[config.mk]
export PLATFORM = sky130hd
export DESIGN_NAME = hcsr04_range_ctrl
export DESIGN_NICKNAME = d
export VERILOG_FILES = /design/src/rtl/hcsr04_pkg.sv /design/src/rtl/hcsr04_us_tick_gen.sv /design/src/rtl/hcsr04_range_ctrl.sv
export SDC_FILE = /design/constraint.sdc
export NUM_CORES = 1
export LEC_CHECK = 0
export ABC_AREA = 1
export ABC_CLOCK_PERIOD_IN_PS = 14400
export BUFFER_PORTS_ARGS = -buffer_cell sky130_fd_sc_hd__buf_2
export CORE_ASPECT_RATIO = 1.25
export CORE_MARGIN = 2
export CORE_UTILIZATION = 51
export CTS_CLUSTER_DIAMETER = 30
export DETAILED_ROUTE_END_ITERATION = 8
export PLACE_DENSITY = 0.66
export SLEW_MARGIN = 0
export SYNTH_ARGS = -nofsm -noshare
export SYNTH_HDL_FRONTEND = slang
export SYNTH_HIERARCHICAL = 1
export SYNTH_SLANG_ARGS = --single-unit
[constraint.sdc]
create_clock -name clk -period 14.4 [get_ports clk]
set_input_delay 1.44 -clock clk [delete_from_list [all_inputs] [get_ports clk]]
set_output_delay 1.44 -clock clk [all_outputs]
set_load 0.01 [all_outputs]
[src/rtl/hcsr04_pkg.sv]
// hcsr04_pkg: shared state encoding and distance scaling for the HC-SR04 ranging controller
package hcsr04_pkg;
  typedef enum logic [2:0] {
    S_IDLE,
    S_TRIG,
    S_WAIT_RISE,
    S_MEASURE,
    S_DONE,
    S_HOLDOFF
  } state_e;
  localparam int unsigned DIST_SCALE = 11239;
  localparam int unsigned DIST_SHIFT = 16;
  // Echo microseconds to millimetres: 11239/65536 ~= 0.1715 mm/us (half the speed of sound)
  function automatic logic [15:0] us_to_mm(input logic [15:0] us);
    logic [31:0] p;
    p = 32'(us) * 32'(DIST_SCALE);
    return 16'(p >> DIST_SHIFT);
  endfunction
endpackage

[src/rtl/hcsr04_us_tick_gen.sv]
// us_tick_gen: 1 us tick prescaler counting 0..CLKS_PER_US-1, restartable by clr
// Ports: clk, rst (async active-high), clr (restart count at 0), tick (high on last count).
module us_tick_gen #(
  parameter int unsigned CLKS_PER_US = 50
) (
  input  logic clk,
  input  logic rst,
  input  logic clr,
  output logic tick
);
  localparam int W = CLKS_PER_US > 1 ? $clog2(CLKS_PER_US) : 1;
  logic [W-1:0] cnt_q, cnt_d;
  always_comb begin
    tick  = cnt_q == W'(CLKS_PER_US - 1);
    cnt_d = (clr || tick) ? '0 : cnt_q + W'(1);
  end
  always_ff @(posedge clk or posedge rst)
    if (rst) cnt_q <= '0;
    else cnt_q <= cnt_d;
endmodule

[src/rtl/hcsr04_range_ctrl.sv]
// hcsr04_range_ctrl: HC-SR04 trigger/echo sequencer producing distance in mm
// Ports: clk, rst (async active-high), start (one-shot, IDLE only), auto_en (free-run),
//        echo (async sensor input), trig, busy, dist_valid (1-cycle), dist_mm[15:0], timeout (1-cycle).
// Build option ECHO_DEGLITCH_EN: echo_s follows the synchronized echo only after 4 stable clocks.
module hcsr04_range_ctrl
  import hcsr04_pkg::*;
#(
  parameter int unsigned CLKS_PER_US = 50,
  parameter int unsigned TRIG_US     = 10,
  parameter int unsigned RISE_TO_US  = 2000,
  parameter int unsigned ECHO_TO_US  = 38000,
  parameter int unsigned HOLDOFF_US  = 60000
) (
  input  logic        clk,
  input  logic        rst,
  input  logic        start,
  input  logic        auto_en,
  input  logic        echo,
  output logic        trig,
  output logic        busy,
  output logic        dist_valid,
  output logic [15:0] dist_mm,
  output logic        timeout
);
  localparam logic [15:0] TRIG_LAST = 16'(TRIG_US - 1);
  localparam logic [15:0] RISE_LAST = 16'(RISE_TO_US - 1);
  localparam logic [15:0] ECHO_LAST = 16'(ECHO_TO_US - 1);
  localparam logic [15:0] HOLD_LAST = 16'(HOLDOFF_US - 1);
  state_e      state_q, state_d;
  logic        sync1_q, sync2_q, echo_s, echo_prev_q;
  logic [15:0] us_cnt_q, us_cnt_d, dist_q, dist_d;
  logic        timeout_q, timeout_d;
  logic        tick, clr, rise, fall;
  us_tick_gen #(.CLKS_PER_US(CLKS_PER_US)) u_tick (
    .clk (clk),
    .rst (rst),
    .clr (clr),
    .tick(tick)
  );
`ifdef ECHO_DEGLITCH_EN
  logic       echo_f_q, echo_f_d;
  logic [1:0] gl_q, gl_d;
  // gl counts clocks the synchronized echo disagrees with echo_f; wraps to 0 on the accepting clock
  always_comb begin
    gl_d     = (sync2_q == echo_f_q) ? 2'd0 : gl_q + 2'd1;
    echo_f_d = (sync2_q != echo_f_q && gl_q == 2'd3) ? sync2_q : echo_f_q;
  end
  always_ff @(posedge clk or posedge rst)
    if (rst) begin
      gl_q     <= '0;
      echo_f_q <= 1'b0;
    end else begin
      gl_q     <= gl_d;
      echo_f_q <= echo_f_d;
    end
  assign echo_s = echo_f_q;
`else
  assign echo_s = sync2_q;
`endif
  always_comb begin
    rise      = echo_s & ~echo_prev_q;
    fall      = ~echo_s & echo_prev_q;
    state_d   = state_q;
    dist_d    = dist_q;
    timeout_d = 1'b0;
    case (state_q)
      S_IDLE:      if (start || auto_en) state_d = S_TRIG;
      S_TRIG:      if (tick && us_cnt_q == TRIG_LAST) state_d = S_WAIT_RISE;
      S_WAIT_RISE: begin
        if (rise) state_d = S_MEASURE;
        else if (tick && us_cnt_q == RISE_LAST) begin
          state_d   = S_HOLDOFF;
          timeout_d = 1'b1;
        end
      end
      S_MEASURE: begin
        // The tick landing on the fall cycle still counts, so echo_us = floor(high_clocks / CLKS_PER_US)
        if (fall) begin
          state_d = S_DONE;
          dist_d  = us_to_mm(us_cnt_q + 16'(tick));
        end else if (tick && us_cnt_q == ECHO_LAST) begin
          state_d   = S_HOLDOFF;
          timeout_d = 1'b1;
        end
      end
      S_DONE:      state_d = S_HOLDOFF;
      S_HOLDOFF:   if (tick && us_cnt_q == HOLD_LAST) state_d = auto_en ? S_TRIG : S_IDLE;
      default:     state_d = S_IDLE;
    endcase
    clr      = state_d != state_q;
    us_cnt_d = clr ? '0 : us_cnt_q + 16'(tick);
  end
  always_ff @(posedge clk or posedge rst)
    if (rst) begin
      sync1_q     <= 1'b0;
      sync2_q     <= 1'b0;
      echo_prev_q <= 1'b0;
      state_q     <= S_IDLE;
      us_cnt_q    <= '0;
      dist_q      <= '0;
      timeout_q   <= 1'b0;
    end else begin
      sync1_q     <= echo;
      sync2_q     <= sync1_q;
      echo_prev_q <= echo_s;
      state_q     <= state_d;
      us_cnt_q    <= us_cnt_d;
      dist_q      <= dist_d;
      timeout_q   <= timeout_d;
    end
  assign trig       = state_q == S_TRIG;
  assign busy       = state_q != S_IDLE;
  assign dist_valid = state_q == S_DONE;
  assign dist_mm    = dist_q;
  assign timeout    = timeout_q;
endmodule

==> results of run 1 <==
## cells by family (layout without fill, tap and decap cells)
kind of cell,after synthesis,in the layout,share of synthesized area
other,1,2,0.000487
xor gates and xnor gates,20,20,0.0227
DFF,43,43,0.140
buffers and inverters,261,289,0.130
adders and majority gates,214,214,0.443
AOI/OAI and AO/OA,67,67,0.0494
and+or+nand+nor,372,372,0.214
## cell usage in the layout, fill, tap and decap left out, types with 18 or more instances in the layout
cell,instances
nand3_1,52
nor2_1,92
dfrtp_1,43
inv_1,253
buf_2,22
o21ai_0,22
fa_1,98
nand2_1,175
nand4_1,18
a21oi_1,29
ha_1,116
## flip-flops by register name (all words and copies together), names as in the netlist
name          flops
state_q           3
u_tick/cnt_q      6
echo_s            1
us_cnt_q         16
dist_mm          14
echo_prev_q       1
sync1_q           1
timeout           1
## per-stage QoR
step,power (W),utilization,cell area (um^2)
2_1_floorplan,0.000127,-,7700
3_3_place_gp,0.000128,0.539,8030
3_5_place_dp,0.000128,0.539,8030
4_1_cts,0.000263,0.551,8200
5_1_grt,0.000269,0.551,8200
6_report,0.000260,0.551,8200
## final cells by class
type / count / area, um^2
Inverter: 254 / 953
Fill cell: 1434 / 6690
Tap cell: 182 / 228
Sequential cell: 43 / 1080
Multi-Input combinational cell: 675 / 5620
Clock buffer: 5 / 125
Timing Repair Buffer: 27 / 148
Clock inverter: 3 / 46.3
## power by group through the flow
stage               Combinational, W  Sequential, W  Clock, W
global route              0.00000493       0.000121  0.000143
detailed placement        0.00000436       0.000124         0
finish                    0.00000411       0.000121  0.000134
floorplan                 0.00000300       0.000124         0
CTS                       0.00000435       0.000121  0.000138
global placement          0.00000430       0.000124         0
## path summary, 6_finish.rpt
kind | from | to | depth (start not counted)
max in group asynchronous | rst | dist_mm[1] | 3
setup / recovery | u_tick/cnt_q[1] | dist_mm[4] | 30
min in group asynchronous | rst | u_tick/cnt_q[3] | 2
hold reg to reg | sync1_q | echo_s | 0
setup reg to reg | u_tick/cnt_q[1] | dist_mm[4] | 30
hold / removal | sync1_q | echo_s | 0
## layer usage
metal  vias to the layer above  wire length [um]  GRT usage  share of wire
met5                         -                 0          0              0
met4                         0               763     0.0892          0.042
met3                        45               660     0.0308          0.036
met2                       134              9010      0.431           0.50
met1                      2818              7710      0.320           0.42
li1                       3035                 -          -              -
==> flow_summary.json, run 1 <==
{
  "r2r_slack_ns": 6.80,
  "fmax_ghz": 0.132,
  "num_vias": 6032,
  "path_max_fanout": 6,
  "final_nets": 1225,
  "clk_path_buf_depth": 2,
  "routedWlPerCell_um": 15.3,
  "dieWidth_um": 114,
  "numCtsBuffers": 5,
  "p_leak_nw": 4.95,
  "report.final.slew_viol_count": 0,
  "status": "complete, no violations",
  "whs_ns": 0.353,
  "min_path_type": "reg2reg",
  "grt_pass1_wl_um": 31400,
  "max_stage_delay_ns": 0.61,
  "required_ns": 14.59,
  "port_buffers": 22,
  "gp_congestion": 0.920,
  "place_ws_ns": 6.87,
  "drive_gt1_frac": 0.0576,
  "swShare": 0.213,
  "initial_core_util": 0.517,
  "timing.critical_path.buf_inv": 6,
  "clk_latency_ns": 0.29,
  "cts_tree": "done",
  "seq_area_frac_synth": 0.140,
  "criticalPathCategory": "reg2reg",
  "synth_area_leaders": "fa_1 (25%), ha_1 (19%), dfrtp_1 (14%)",
  "synth_top_flop_cell": "dfrtp_1",
  "hold_viol": 0,
  "path_clk_slew_ns": 0.07,
  "die_area_mm2": 0.0161,
  "rsz0062_at_grt": "no",
  "vdd_drop_max_mv": 0.0472,
  "dpl.hpwl_um": 16000,
  "start_kind": "flop",
  "p_int_w": 0.000204,
  "fin_crit_sh": 0.527,
  "postSynthCellCount": 978,
  "path_delay_family": "adder cells",
  "synthDistinctLibCells": 38,
  "cts_resized": 0,
  "post_cts_buffers": 0,
  "endpoint_kind": "flop",
  "cts_hold_buf": 0,
  "crit_arrival_ns": 7.78,
  "cts.sinks": 43,
  "ios": 25,
  "rows": 50,
  "routed_wl_um": 18100,
  "antennaDiodeCount": 0,
  "fin_skew_ns": 0.00969,
  "async_flop_share": 1.00,
  "synth_edf_count": 0,
  "syn_avg_cell_area_um2": 7.87,
  "via_per_inst": 5.07,
  "netlist_top_cells_count": "inv_1 (253), nand2_1 (175), ha_1 (116), fa_1 (98), nor2_1 (92)",
  "grt_pass1_vias": 6351,
  "cts_root_buf": "clkbuf_16",
  "grt_overflow": 0,
  "instances_no_fill": 1189,
  "ys_ff_latch": 43,
  "yosys_warnings": 6,
  "p_sw_w": 0.0000553,
  "htreeDepth": 2,
  "area_growth_pct": 6.50,
  "crit_slowest_cell": "xor2_1",
  "p_seq_frac": 0.467,
  "setup_slack_ns": 6.80,
  "synth_area_leader_cell": "fa_1",
  "core_area_mm2": 0.0149,
  "die_h_um": 141,
  "synth_most_common_cell": "inv_1",
  "grt_antenna_before_repair": 0,
  "worstMarginPinSlew_ns": 0.938,
  "ant_nets": 0,
  "setup_viol": 0,
  "netlist.area_leader.share": 0.255,
  "comb_power_share": 0.016,
  "dr.pass1.iters": 5,
  "grt_start_max_net_pins": 38,
  "fin_setup_tns_ns": 0,
  "synth_area_mm2": 0.00770,
  "pwr-share-clk": 0.517,
  "dp.cells": 1181,
  "drc": 0,
  "relSlewSlack": 0.373,
  "period_needed_ns": 7.60,
  "powerDensity_mw_per_mm2": 31.7,
  "cap_violations": 0,
  "drt_iter0_markers": 315,
  "grt_usage": 0.249
}
(Power assumes the default switching activity.)
==> run 2, diff against run 1 <==
- ABC_CLOCK_PERIOD_IN_PS: 14400 -> 6700
- PLACE_DENSITY: 0.66 -> 0.69
- clock period: 14.4 -> 6.7 ns (I/O delays scaled with it)
==> flow_summary.json, run 2 (synthesis gave the netlist of run 1 again) <==
{
  "grt_pass1_wl_um": 32500,
  "drt_iter0_markers": 317,
  "p_int_w": 0.000440,
  "vdd_drop_max_mv": 0.0767,
  "powerDensity_mw_per_mm2": 62.8,
  "max_stage_delay_ns": 0.57,
  "via_per_inst": 5.06,
  "relSlewSlack": 0.668,
  "grt_antenna_before_repair": 0,
  "grt_start_max_net_pins": 38,
  "routedWlPerCell_um": 15.9,
  "routed_wl_um": 19700,
  "swShare": 0.221,
  "report.final.slew_viol_count": 0,
  "grt_usage": 0.262,
  "core_area_mm2": 0.0149,
  "grt_util_met3": 0.0308,
  "instances_no_fill": 1244,
  "crit_slowest_cell": "fa_1",
  "fin_skew_ns": 0.0106,
  "ios": 25,
  "dr.pass1.iters": 4,
  "rows": 50,
  "pwr-share-clk": 0.523,
  "grtUsageMet1": 0.321,
  "endpoint_kind": "flop",
  "die_h_um": 141,
  "dp.cells": 1233,
  "cts.sinks": 43,
  "cts_tree": "done",
  "dieWidth_um": 114,
  "die_area_mm2": 0.0161,
  "cts_root_buf": "clkbuf_16",
  "initial_core_util": 0.517,
  "grt_overflow": 0,
  "clk_latency_ns": 0.31,
  "required_ns": 6.90,
  "ant_nets": 0,
  "period_needed_ns": 6.42,
  "worstMarginPinSlew_ns": 0.497,
  "antennaDiodeCount": 0,
  "crit_arrival_ns": 6.63,
  "comb_power_share": 0.015,
  "gp_congestion": 0.962,
  "final_common_cell": "inv_1",
  "port_buffers": 22,
  "hold_viol": 0,
  "path_max_fanout": 3,
  "largest_reg_flops": 16,
  "final_nets": 1280,
  "fin_crit_sh": 0.958,
  "status": "complete, no violations",
  "grt_pass1_vias": 6606,
  "start_kind": "flop",
  "final_util": 0.604,
  "path_clk_slew_ns": 0.07,
  "layout_common_cells": "inv_1 (249), nand2_1 (166), ha_1 (101), fa_1 (96), nor2_1 (79)",
  "min_path_type": "in2async",
  "area_growth_pct": 16.8,
  "met2_usage": 0.465,
  "max_flop_register": "us_cnt_q",
  "numCtsBuffers": 5,
  "clk_path_buf_depth": 2,
  "grt-busiest-layer": "met2",
  "cts_hold_buf": 0,
  "htreeDepth": 2,
  "fmax_ghz": 0.156,
  "drc": 0,
  "cap_violations": 0,
  "p_leak_nw": 5.22,
  "p_seq_frac": 0.462,
  "criticalPathCategory": "reg2reg",
  "drive_gt1_frac": 0.163,
  "setup_viol": 0,
  "dpl.hpwl_um": 17000,
  "num_vias": 6293,
  "p_sw_w": 0.000125
}
[run 2: per-stage QoR]
step                      setup TNS [ns]  setup WS, ns  cell area [um^2]  hold slack (ns)  total power, W
after floorplan                        0         0.133              7710            0.331        0.000272
after global placement                 0         0.132              8430            0.333        0.000275
after detailed placement               0        0.0241              8430            0.336        0.000275
after CTS                              0        0.0352              8600            0.282        0.000571
after global routing              -0.219       -0.0438              8990            0.294        0.000580
final                                  0         0.278              8990            0.275        0.000564
[run 2: routing by layer]
layer / wire [um] / vias up
met5: 0 / -
met4: 905 / 0
met3: 504 / 47
met2: 10200 / 120
met1: 8130 / 2977
li1: - / 3149
[run 2: path summary, 6_finish.rpt]
path | start | to | slack [ns] | cells after the start
min in group clk | sync1_q | echo_s | 0.35 | 0
worst min-delay path | rst | u_tick/cnt_q[5] | 0.28 | 2
worst max-delay path | u_tick/cnt_q[1] | dist_mm[13] | 0.28 | 32
worst min register to register | sync1_q | echo_s | 0.35 | 0
max in group asynchronous | rst | dist_mm[8] | 5.87 | 3
worst max register to register | u_tick/cnt_q[1] | dist_mm[13] | 0.28 | 32
[run 2: critical path: cells and delay by family, from the launching register on]
family / cells / cell delay [ns]
DFF: 1 / 0.38
and+or+nand+nor: 13 / 1.32
adders and majority gates: 9 / 3.60
buffers and inverters: 9 / 0.80
xor gates and xnor gates: 1 / 0.24
[run 2: repair_timing]
item                                    CTS  global route
endpoints found under the setup margin    2            14
cloned                                    0             0
buffers inserted                          0             3
resized for setup                         1            81
pin swaps                                 0            27
[run 2: cell type report]
cell class,count,area (um^2)
multi-input cells,675,5990
clock buffers,5,125
flip-flops and latches,43,1080
clock inverters,3,46.3
well taps,182,228
inverters,254,953
repair buffers,82,572
fillers,1331,5900
[run 2: power by group through the flow]
stage	clock [W]	combinational, W	sequential [W]
floorplan	0	0.00000645	0.000266
CTS	0.000302	0.00000909	0.000261
global placement	0	0.00000912	0.000266
detailed placement	0	0.00000912	0.000266
global route	0.000309	0.0000104	0.000261
finish	0.000295	0.00000861	0.000261
==> run 3, diff against run 2 <==
- CTS_BUF_LIST: default -> sky130_fd_sc_hd__clkbuf_8
==> flow_summary.json, run 3 (synthesis gave the netlist of run 1 again) <==
{
  "crit_path_end": "dist_mm[13]",
  "path_delay_family": "adder cells",
  "period_needed_ns": 6.42,
  "fmax_ghz": 0.156,
  "start_kind": "flop",
  "crit_slowest_cell": "fa_1",
  "fin_crit_sh": 0.959,
  "die_h_um": 141,
  "max_flop_register": "us_cnt_q",
  "routed_wl_um": 19700,
  "path_max_fanout": 3,
  "powerDensity_mw_per_mm2": 55.3,
  "antennaDiodeCount": 0,
  "final_util": 0.599,
  "cap_violations": 0,
  "final_common_cell": "inv_1",
  "clk_path_buf_depth": 2,
  "dpl.hpwl_um": 17000,
  "whs_ns": 0.238,
  "num_vias": 6289,
  "path_clk_slew_ns": 0.10,
  "startpoint": "u_tick/cnt_q[1]",
  "drt_iter0_markers": 320,
  "fin_skew_ns": 0.0167,
  "drive_gt1_frac": 0.163,
  "grt_start_max_net_pins": 38,
  "min_path_type": "in2async",
  "numCtsBuffers": 5,
  "status": "complete, no violations",
  "hold_viol": 0,
  "setup_viol": 0,
  "r2r_start": "u_tick/cnt_q[1]",
  "drc": 0,
  "grt_usage": 0.261,
  "ios": 25,
  "via_per_inst": 5.06,
  "htreeDepth": 2,
  "endpoint_kind": "flop",
  "cts_hold_buf": 0,
  "largest_reg_flops": 16,
  "final_nets": 1279,
  "grt_overflow": 0,
  "cts_root_buf": "clkbuf_8",
  "crit_arrival_ns": 6.67,
  "timing.critical_path.buf_inv": 9,
  "layout_common_cells": "inv_1 (249), nand2_1 (167), ha_1 (101), fa_1 (96), nor2_1 (78)",
  "criticalPathCategory": "reg2reg",
  "reg2reg_to": "dist_mm[13]",
  "initial_core_util": 0.517,
  "cts_tree": "done",
  "fin_total_pwr_w": 0.000494,
  "required_ns": 6.94,
  "area_growth_pct": 15.9,
  "dr.pass1.iters": 5,
  "cts.sinks": 43,
  "worstMarginPinSlew_ns": 0.499,
  "cp_num_cells": 32,
  "port_buffers": 22,
  "dieWidth_um": 114,
  "p_leak_nw": 5.19,
  "r2r_slack_ns": 0.28,
  "fin_setup_tns_ns": 0,
  "report.final.slew_viol_count": 0,
  "placed_cell_area_mm2": 0.00843,
  "ant_nets": 0,
  "relSlewSlack": 0.666,
  "vdd_drop_max_mv": 0.0758,
  "grt_pass1_vias": 6575,
  "die_area_mm2": 0.0161,
  "grt_antenna_before_repair": 0,
  "rr_worst_depth": 32,
  "grt_pass1_wl_um": 32500,
  "gp_congestion": 0.962,
  "max_stage_delay_ns": 0.57,
  "core_area_mm2": 0.0149,
  "rows": 50,
  "clk_latency_ns": 0.34,
  "design_area_mm2": 0.00893,
  "routedWlPerCell_um": 15.8
}
==> run 3: repair_timing <==
item / CTS / global route
setup endpoints to repair: 2 / 14
pin swaps: 0 / 26
buffers inserted: 0 / 2
resized for setup: 1 / 81
gates cloned: 0 / 0
==> run 3: layer usage <==
layer / track usage / wire (um) / vias to the layer above
met3: 0.0312 / 499 / 47
met1: 0.322 / 8130 / 2992
met5: 0 / 0 / -
met4: 0.106 / 857 / 0
li1: - / - / 3144
met2: 0.465 / 10200 / 106
==> run 3: worst min path at each step <==
stage,endpoint,slack (ns)
after detailed placement,echo_s,0.34
after floorplan,echo_s,0.33
after global placement,echo_s,0.33
after CTS,u_tick/cnt_q[1],0.24
after global routing,u_tick/cnt_q[5],0.26
final,u_tick/cnt_q[5],0.24
==> run 3: worst register-to-register path: cells and delay by family (launching register included) <==
family,cells,cell delay (ns)
flip-flops,1,0.39
adder cells (fa/ha/maj),9,3.60
AND/OR/NAND/NOR,13,1.34
buffers and inverters,9,0.80
XOR/XNOR,1,0.24
==> run 3: cell type report <==
class	count	area [um^2]
multi-input combinational	675	5990
fill	1340	5960
sequential	43	1080
inverter	254	953
timing repair buffer	81	561
tap	182	228
clock buffer	5	68.8
clock inverter	3	46.3
==> run 3: power breakdown <==
group / total (W) / internal, W / switching, W
Combinational: 0.00000861 / 0.00000174 / 0.00000687
Clock: 0.000224 / 0.000112 / 0.000112
Sequential: 0.000261 / 0.000260 / 0.000000366
==> run 3: through the flow <==
step / setup slack (ns) / cells
3_3_place_gp: 0.132 / 1233
2_1_floorplan: 0.133 / 979
3_5_place_dp: 0.0241 / 1233
6_report: 0.278 / 1243
4_1_cts: 0.0369 / 1241
5_1_grt: -0.0427 / 1243
